## src/rtl/fetch_pkg.sv

```systemverilog
// Shared types and limits for the instruction fetch sequencer.
// States, wait-counter width and legal memory latency range.
package fetch_pkg;

  localparam int MEM_LATENCY_MIN = 1;
  localparam int MEM_LATENCY_MAX = 8;
  localparam int WAIT_W          = 4;

  typedef enum logic [2:0] {
    CLEAR   = 3'd0,
    IDLE    = 3'd1,
    T0_ADDR = 3'd2,
    T1_WAIT = 3'd3,
    T2_LOAD = 3'd4,
    HANDOFF = 3'd5
  } fetch_state_e;

endpackage

```

## src/rtl/fetch_wait_counter.sv

```systemverilog
// Memory-wait down-counter for the fetch sequencer.
// Loaded on T1 entry, decremented on non-stalled wait cycles.
module fetch_wait_counter
  import fetch_pkg::*;
#(
  parameter int W = WAIT_W
) (
  input  logic         clk,
  input  logic         in_reset_n,
  input  logic         i_load,
  input  logic [W-1:0] i_load_val,
  input  logic         i_en,
  output logic         o_zero
);

  logic [W-1:0] r_cnt;

  always_ff @(posedge clk or negedge in_reset_n) begin
    if (!in_reset_n) begin
      r_cnt <= '0;
    end else if (i_load) begin
      r_cnt <= i_load_val;
    end else if (i_en && (r_cnt != '0)) begin
      r_cnt <= r_cnt - 1'b1;
    end
  end

  assign o_zero = (r_cnt == '0);

endmodule

```

## src/rtl/fetch_sequencer.sv

```systemverilog
// Instruction fetch control FSM: CLEAR, IDLE, T0, T1 wait, T2, HANDOFF.
// Optional completed-fetch counter enabled by FETCH_PERF_CNT_EN.
module fetch_sequencer
  import fetch_pkg::*;
#(
  parameter int MEM_LATENCY = 1,
  parameter int CNT_WIDTH   = 16
) (
  input  logic                 clk,
  input  logic                 in_reset_n,
  input  logic                 in_run,
  input  logic                 in_stall,
  input  logic                 in_ir_ready,
  output logic                 out_reg_clear,
  output logic                 out_pc_read,
  output logic                 out_mar_write,
  output logic                 out_inc_pc,
  output logic                 out_pc_write,
  output logic                 out_mem_read,
  output logic                 out_mdr_write,
  output logic                 out_mdr_select,
  output logic                 out_mdr_read,
  output logic                 out_ir_write,
  output logic                 out_ir_valid,
  output logic [2:0]           out_state
`ifdef FETCH_PERF_CNT_EN
  ,
  output logic [CNT_WIDTH-1:0] out_fetch_count
`endif
);

  if ((MEM_LATENCY < MEM_LATENCY_MIN) ||
      (MEM_LATENCY > MEM_LATENCY_MAX)) begin : g_lat_chk
    $error("fetch_sequencer: MEM_LATENCY out of range");
  end

  if (CNT_WIDTH < 1) begin : g_cnt_chk
    $error("fetch_sequencer: CNT_WIDTH must be >= 1");
  end

  localparam logic [WAIT_W-1:0] LoadVal = WAIT_W'(MEM_LATENCY - 1);

  fetch_state_e r_state;
  fetch_state_e w_next;
  logic         w_load;
  logic         w_dec;
  logic         w_zero;
  logic         w_accept;

  assign w_load   = (r_state == T0_ADDR) && !in_stall;
  assign w_dec    = (r_state == T1_WAIT) && !in_stall;
  assign w_accept = (r_state == HANDOFF) && in_ir_ready;

  fetch_wait_counter #(
    .W (WAIT_W)
  ) u_wait (
    .clk        (clk),
    .in_reset_n (in_reset_n),
    .i_load     (w_load),
    .i_load_val (LoadVal),
    .i_en       (w_dec),
    .o_zero     (w_zero)
  );

  always_ff @(posedge clk or negedge in_reset_n) begin
    if (!in_reset_n) begin
      r_state <= CLEAR;
    end else begin
      r_state <= w_next;
    end
  end

  always_comb begin
    w_next = r_state;
    unique case (r_state)
      CLEAR:   w_next = IDLE;
      IDLE:    if (!in_stall && in_run) w_next = T0_ADDR;
      T0_ADDR: if (!in_stall) w_next = T1_WAIT;
      T1_WAIT: if (!in_stall && w_zero) w_next = T2_LOAD;
      T2_LOAD: if (!in_stall) w_next = HANDOFF;
      HANDOFF: if (in_ir_ready) w_next = in_run ? T0_ADDR : IDLE;
      default: w_next = CLEAR;
    endcase
  end

  // Strobes decode registered state; stall only masks the one-shot phases.
  always_comb begin
    out_reg_clear  = 1'b0;
    out_pc_read    = 1'b0;
    out_mar_write  = 1'b0;
    out_inc_pc     = 1'b0;
    out_pc_write   = 1'b0;
    out_mem_read   = 1'b0;
    out_mdr_write  = 1'b0;
    out_mdr_select = 1'b0;
    out_mdr_read   = 1'b0;
    out_ir_write   = 1'b0;
    out_ir_valid   = 1'b0;
    unique case (r_state)
      CLEAR: out_reg_clear = in_reset_n;
      T0_ADDR: begin
        out_pc_read   = !in_stall;
        out_mar_write = !in_stall;
        out_inc_pc    = !in_stall;
        out_pc_write  = !in_stall;
      end
      T1_WAIT: out_mem_read = 1'b1;
      T2_LOAD: begin
        out_mdr_write  = !in_stall;
        out_mdr_select = !in_stall;
        out_mdr_read   = !in_stall;
        out_ir_write   = !in_stall;
      end
      HANDOFF: out_ir_valid = 1'b1;
      default: ;
    endcase
  end

  assign out_state = r_state;

`ifdef FETCH_PERF_CNT_EN
  logic [CNT_WIDTH-1:0] r_fetch_count;

  always_ff @(posedge clk or negedge in_reset_n) begin
    if (!in_reset_n) begin
      r_fetch_count <= '0;
    end else if (w_accept && (r_fetch_count != '1)) begin
      r_fetch_count <= r_fetch_count + 1'b1;
    end
  end

  assign out_fetch_count = r_fetch_count;
`else
  logic w_unused;
  assign w_unused = w_accept;
`endif

endmodule

```

## config.mk

```make
export PLATFORM = sky130hd
export DESIGN_NAME = fetch_sequencer
export DESIGN_NICKNAME = d
export VERILOG_FILES = /design/src/rtl/fetch_pkg.sv /design/src/rtl/fetch_wait_counter.sv /design/src/rtl/fetch_sequencer.sv
export SDC_FILE = /design/constraint.sdc
export NUM_CORES = 1
export LEC_CHECK = 0
export ABC_AREA = 1
export CAP_MARGIN = 15
export CORE_UTILIZATION = 40
export CTS_CLUSTER_DIAMETER = 30
export CTS_CLUSTER_SIZE = 8
export DETAILED_ROUTE_END_ITERATION = 6
export GPL_TIMING_DRIVEN = 0
export PLACE_DENSITY_LB_ADDON = 0.15
export SLEW_MARGIN = 10
export SYNTH_ARGS = -nofsm -noshare
export SYNTH_HDL_FRONTEND = slang
export SYNTH_HIERARCHICAL = 1
export SYNTH_SLANG_ARGS = --single-unit
```

## constraint.sdc

```tcl
create_clock -name clk -period 1.5 [get_ports clk]
set_input_delay 0.3 -clock clk [delete_from_list [all_inputs] [get_ports clk]]
set_output_delay 0.3 -clock clk [all_outputs]
set_load 0.02 [all_outputs]
```

==> metrics.md <==
| Metric | Value |
|---|---|
| Clock sink total | `7` |
| DRT Pass-1 Iters | `4` |
| Setup TNS | `-720 ps` |
| Share of layout cells above drive strength 1 | `roughly two fifths` |
| Crit Path Class | `reg -> out` |
| GP Congestion | `between 0.7 and 0.8` |
| Design Area, Final | `around 0.0010 sq mm` |
| DPL Wire Length | `between 1 and 1.5 mm` |
| Failing checks | `setup timing` |
| Peak VDD IR | `roughly 1 mV` |
| H-tree Lvls | `1` |
| Row count | `13` |
| Final-report hold violation count | `0` |
| Worst Path Arrival | `1340 ps` |
| Initial antenna violation count | `0` |
| Synth Area in Compound Gates | `3.82%` |
| Clock Skew | `about 8.3 ps` |
| Post-Synth Adder-Cell Area | `2.01%` |
| Initial Util | `a little under half` |
| NumNets Final | `~140` |
| Total power | `roughly 1.9 mW` |
| Number of synthesis warnings | `6` |
| Final setup margin | `-143 ps` |
| Fillers | `around 110` |
| Skew-Pair Late Insertion Delay | `between 200 and 300 ps` |
| Grt total ovfl | `0` |
| CP Max Fanout | `6` |
| Most frequent cells in the layout | `nand2_1, buf_6, buf_4, inv_1, nand3_1` |
| Num CTS Buffers | `3` |
| Final WL | `approximately 1.5 mm` |
| Max-Cap Viols | `0` |
| Port Buf Inserts | `18` |
| Die height | `approximately 41 microns` |
| Core Region | `approximately 0.0014 sq mm` |
| Placed cell area | `between 800 and 900 sq um` |
| Layout Utilization | `~73%` |
| Post-synthesis mux area share | `0%` |
| RSZ-0062 raised after global routing | `true` |
| Iter 0 DRT Violations | `13` |
| Cell variety after synth | `19` |
| Syn Std Cell Area | `between 600 and 700 sq um` |
| Post-synthesis sequential area ratio | `about 28%` |
| Vias in the first global route | `roughly 620` |
| Final worst-path cycle share | `110%` |
| Largest family of logic cells by synthesized area | `simple AND/OR/NAND/NOR gates` |
| Post-Synth Simple-Gate Area | `between 40 and 50%` |
| Post-synthesis xor/xnor area fraction | `0%` |
| Final antenna diode count | `0` |
| Final Setup Violations | `9` |
| Top Ports | `19` |
| Hold Slack | `33.7 ps` |
| Syn_area_per_cell | `6.42 sq um` |
| Setup crit end kind | `output pin` |
| Vias/cell | `between 4 and 5` |
| Root Driver | `clkbuf_4` |
| Outcome | `finished with violations` |
| Antenna Nets Post-Route | `0` |
| First-pass GRT wire length | `2.51 mm` |
| Maximum clock frequency | `~600 MHz` |
| Hold Buf Count CTS | `0` |
| Register bit count reported by yosys | `7` |
| Gr usage total | `approximately a fifth` |
| FF-to-FF path depth | `10` |
| Pwr/cell area | `1850 mW/mm^2` |
| Most common cell after layout, fill and taps aside | `nand2_1` |
| Die Span X | `just over 40 microns` |
| Slew Limit Fails | `0` |
| DRC viols | `0` |
| Crit start category | `flip-flop` |
| CTS tree | `done` |
| Die area | `0.00172 sq mm` |
| Leakage power | `roughly 0.57 nW` |
| Hold Path Class | `in -> async` |
| Area Growth Syn to Fin | `60.6%` |
| Cell count after synthesis | `97` |
| Average wire per standard cell | `between 10 and 15 microns` |
| Minimum clock period | `around 1600 ps` |
| Routed vias | `685` |
| Reg clk slew, reported paths | `about 50 ps` |
| Largest net degree at the start of global routing | `9` |
| Req. time, crit path | `1200 ps` |
| Clock Path Buffers | `2` |
## final timing paths
path                       slack, ps                     endpoint                         from
setup reg to reg                  90  u_wait/r_cnt[3]$_DFFE_PN0P_     out_state[0]$_DFFE_PN0P_
min in group clk                 530  u_wait/r_cnt[0]$_DFFE_PN0P_  u_wait/r_cnt[0]$_DFFE_PN0P_
max in group asynchronous       1200     out_state[1]$_DFFE_PN0P_                   in_reset_n
hold / removal                    30  u_wait/r_cnt[1]$_DFFE_PN0P_                   in_reset_n
hold reg to reg                  530  u_wait/r_cnt[0]$_DFFE_PN0P_  u_wait/r_cnt[0]$_DFFE_PN0P_
setup / recovery                -140                out_mar_write     out_state[0]$_DFFE_PN0P_
## metrics by stage
stage / cells / worst slack, ps
after floorplan: 100 / 2.39
after global placement: 133 / -783
after detailed placement: 133 / -805
after CTS: 142 / -163
after global routing: 146 / -208
final: 146 / -143
## logic make-up after synthesis
| kind of cell | after synthesis |
|---|---|
| buffers and inverters | 20 |
| flip-flops | 7 |
| other | 1 |
| adder cells (fa/ha/maj) | 1 |
| AND/OR/NAND/NOR | 64 |
| AO/OA/AOI/OAI | 4 |
## flip-flops by register name (all words and copies together) (netlist names)
register / flops
out_state: 3
u_wait/r_cnt: 4
## per-layer routing
metal	vias up	part of all wire (%)	GRT usage, %
li1	358	-	-
met1	301	44	22.7
met2	22	48	31.3
met3	4	4.4	2.17
met4	0	3.7	12.3
met5	-	0	0
## worst max-delay path, cell delays in order (launching register included)
cell and delay (ps):
dfrtp_2 460, inv_4 100, nand3_4 80, nor2_4 150, buf_6 120, buf_6 80
buf_6 100
## report_power, final
part           switching (mW)  internal (mW)
Clock                  0.0687          0.101
Combinational           0.706          0.565
Sequential              0.125          0.285
## cell type report
| cell class | count | area [sq um] | area share (%) |
|---|---|---|---|
| Buffer | 6 | 63.8 | 6.38 |
| Clock buffer | 4 | 26.3 | 2.63 |
| Inverter | 14 | 57.6 | 5.75 |
| Multi-Input combinational cell | 73 | 412 | 41.1 |
| Sequential cell | 7 | 179 | 17.9 |
| Tap cell | 15 | 18.8 | 1.88 |
| Timing Repair Buffer | 27 | 244 | 24.4 |
## synth_stat cells
library cell,n,share of area (%)
nand3b_1,2,2.4
nand2_1,36,22
a21oi_1,1,0.80
buf_4,6,7.2
inv_1,9,5.4
nand4_1,3,3.0
dfrtp_1,7,28
nand2_2,3,3.0
nor2_2,2,2.0
ha_1,1,2.0
o22a_1,1,1.4
nand3_1,6,4.8
nor2_1,7,4.2
nand2_4,3,5.4
conb_1,1,0.60
inv_2,4,2.4
nand3_2,2,3.2
clkinv_1,1,0.60
o21ai_0,2,1.6
## timing repair
item / 4_1_cts / 5_1_grt
setup buffers: 5 / 4
endpoints found under the setup margin: 14 / 13
pin swaps: 3 / 2
resized for setup: 69 / 12
Power figures use the tool's default switching activity.
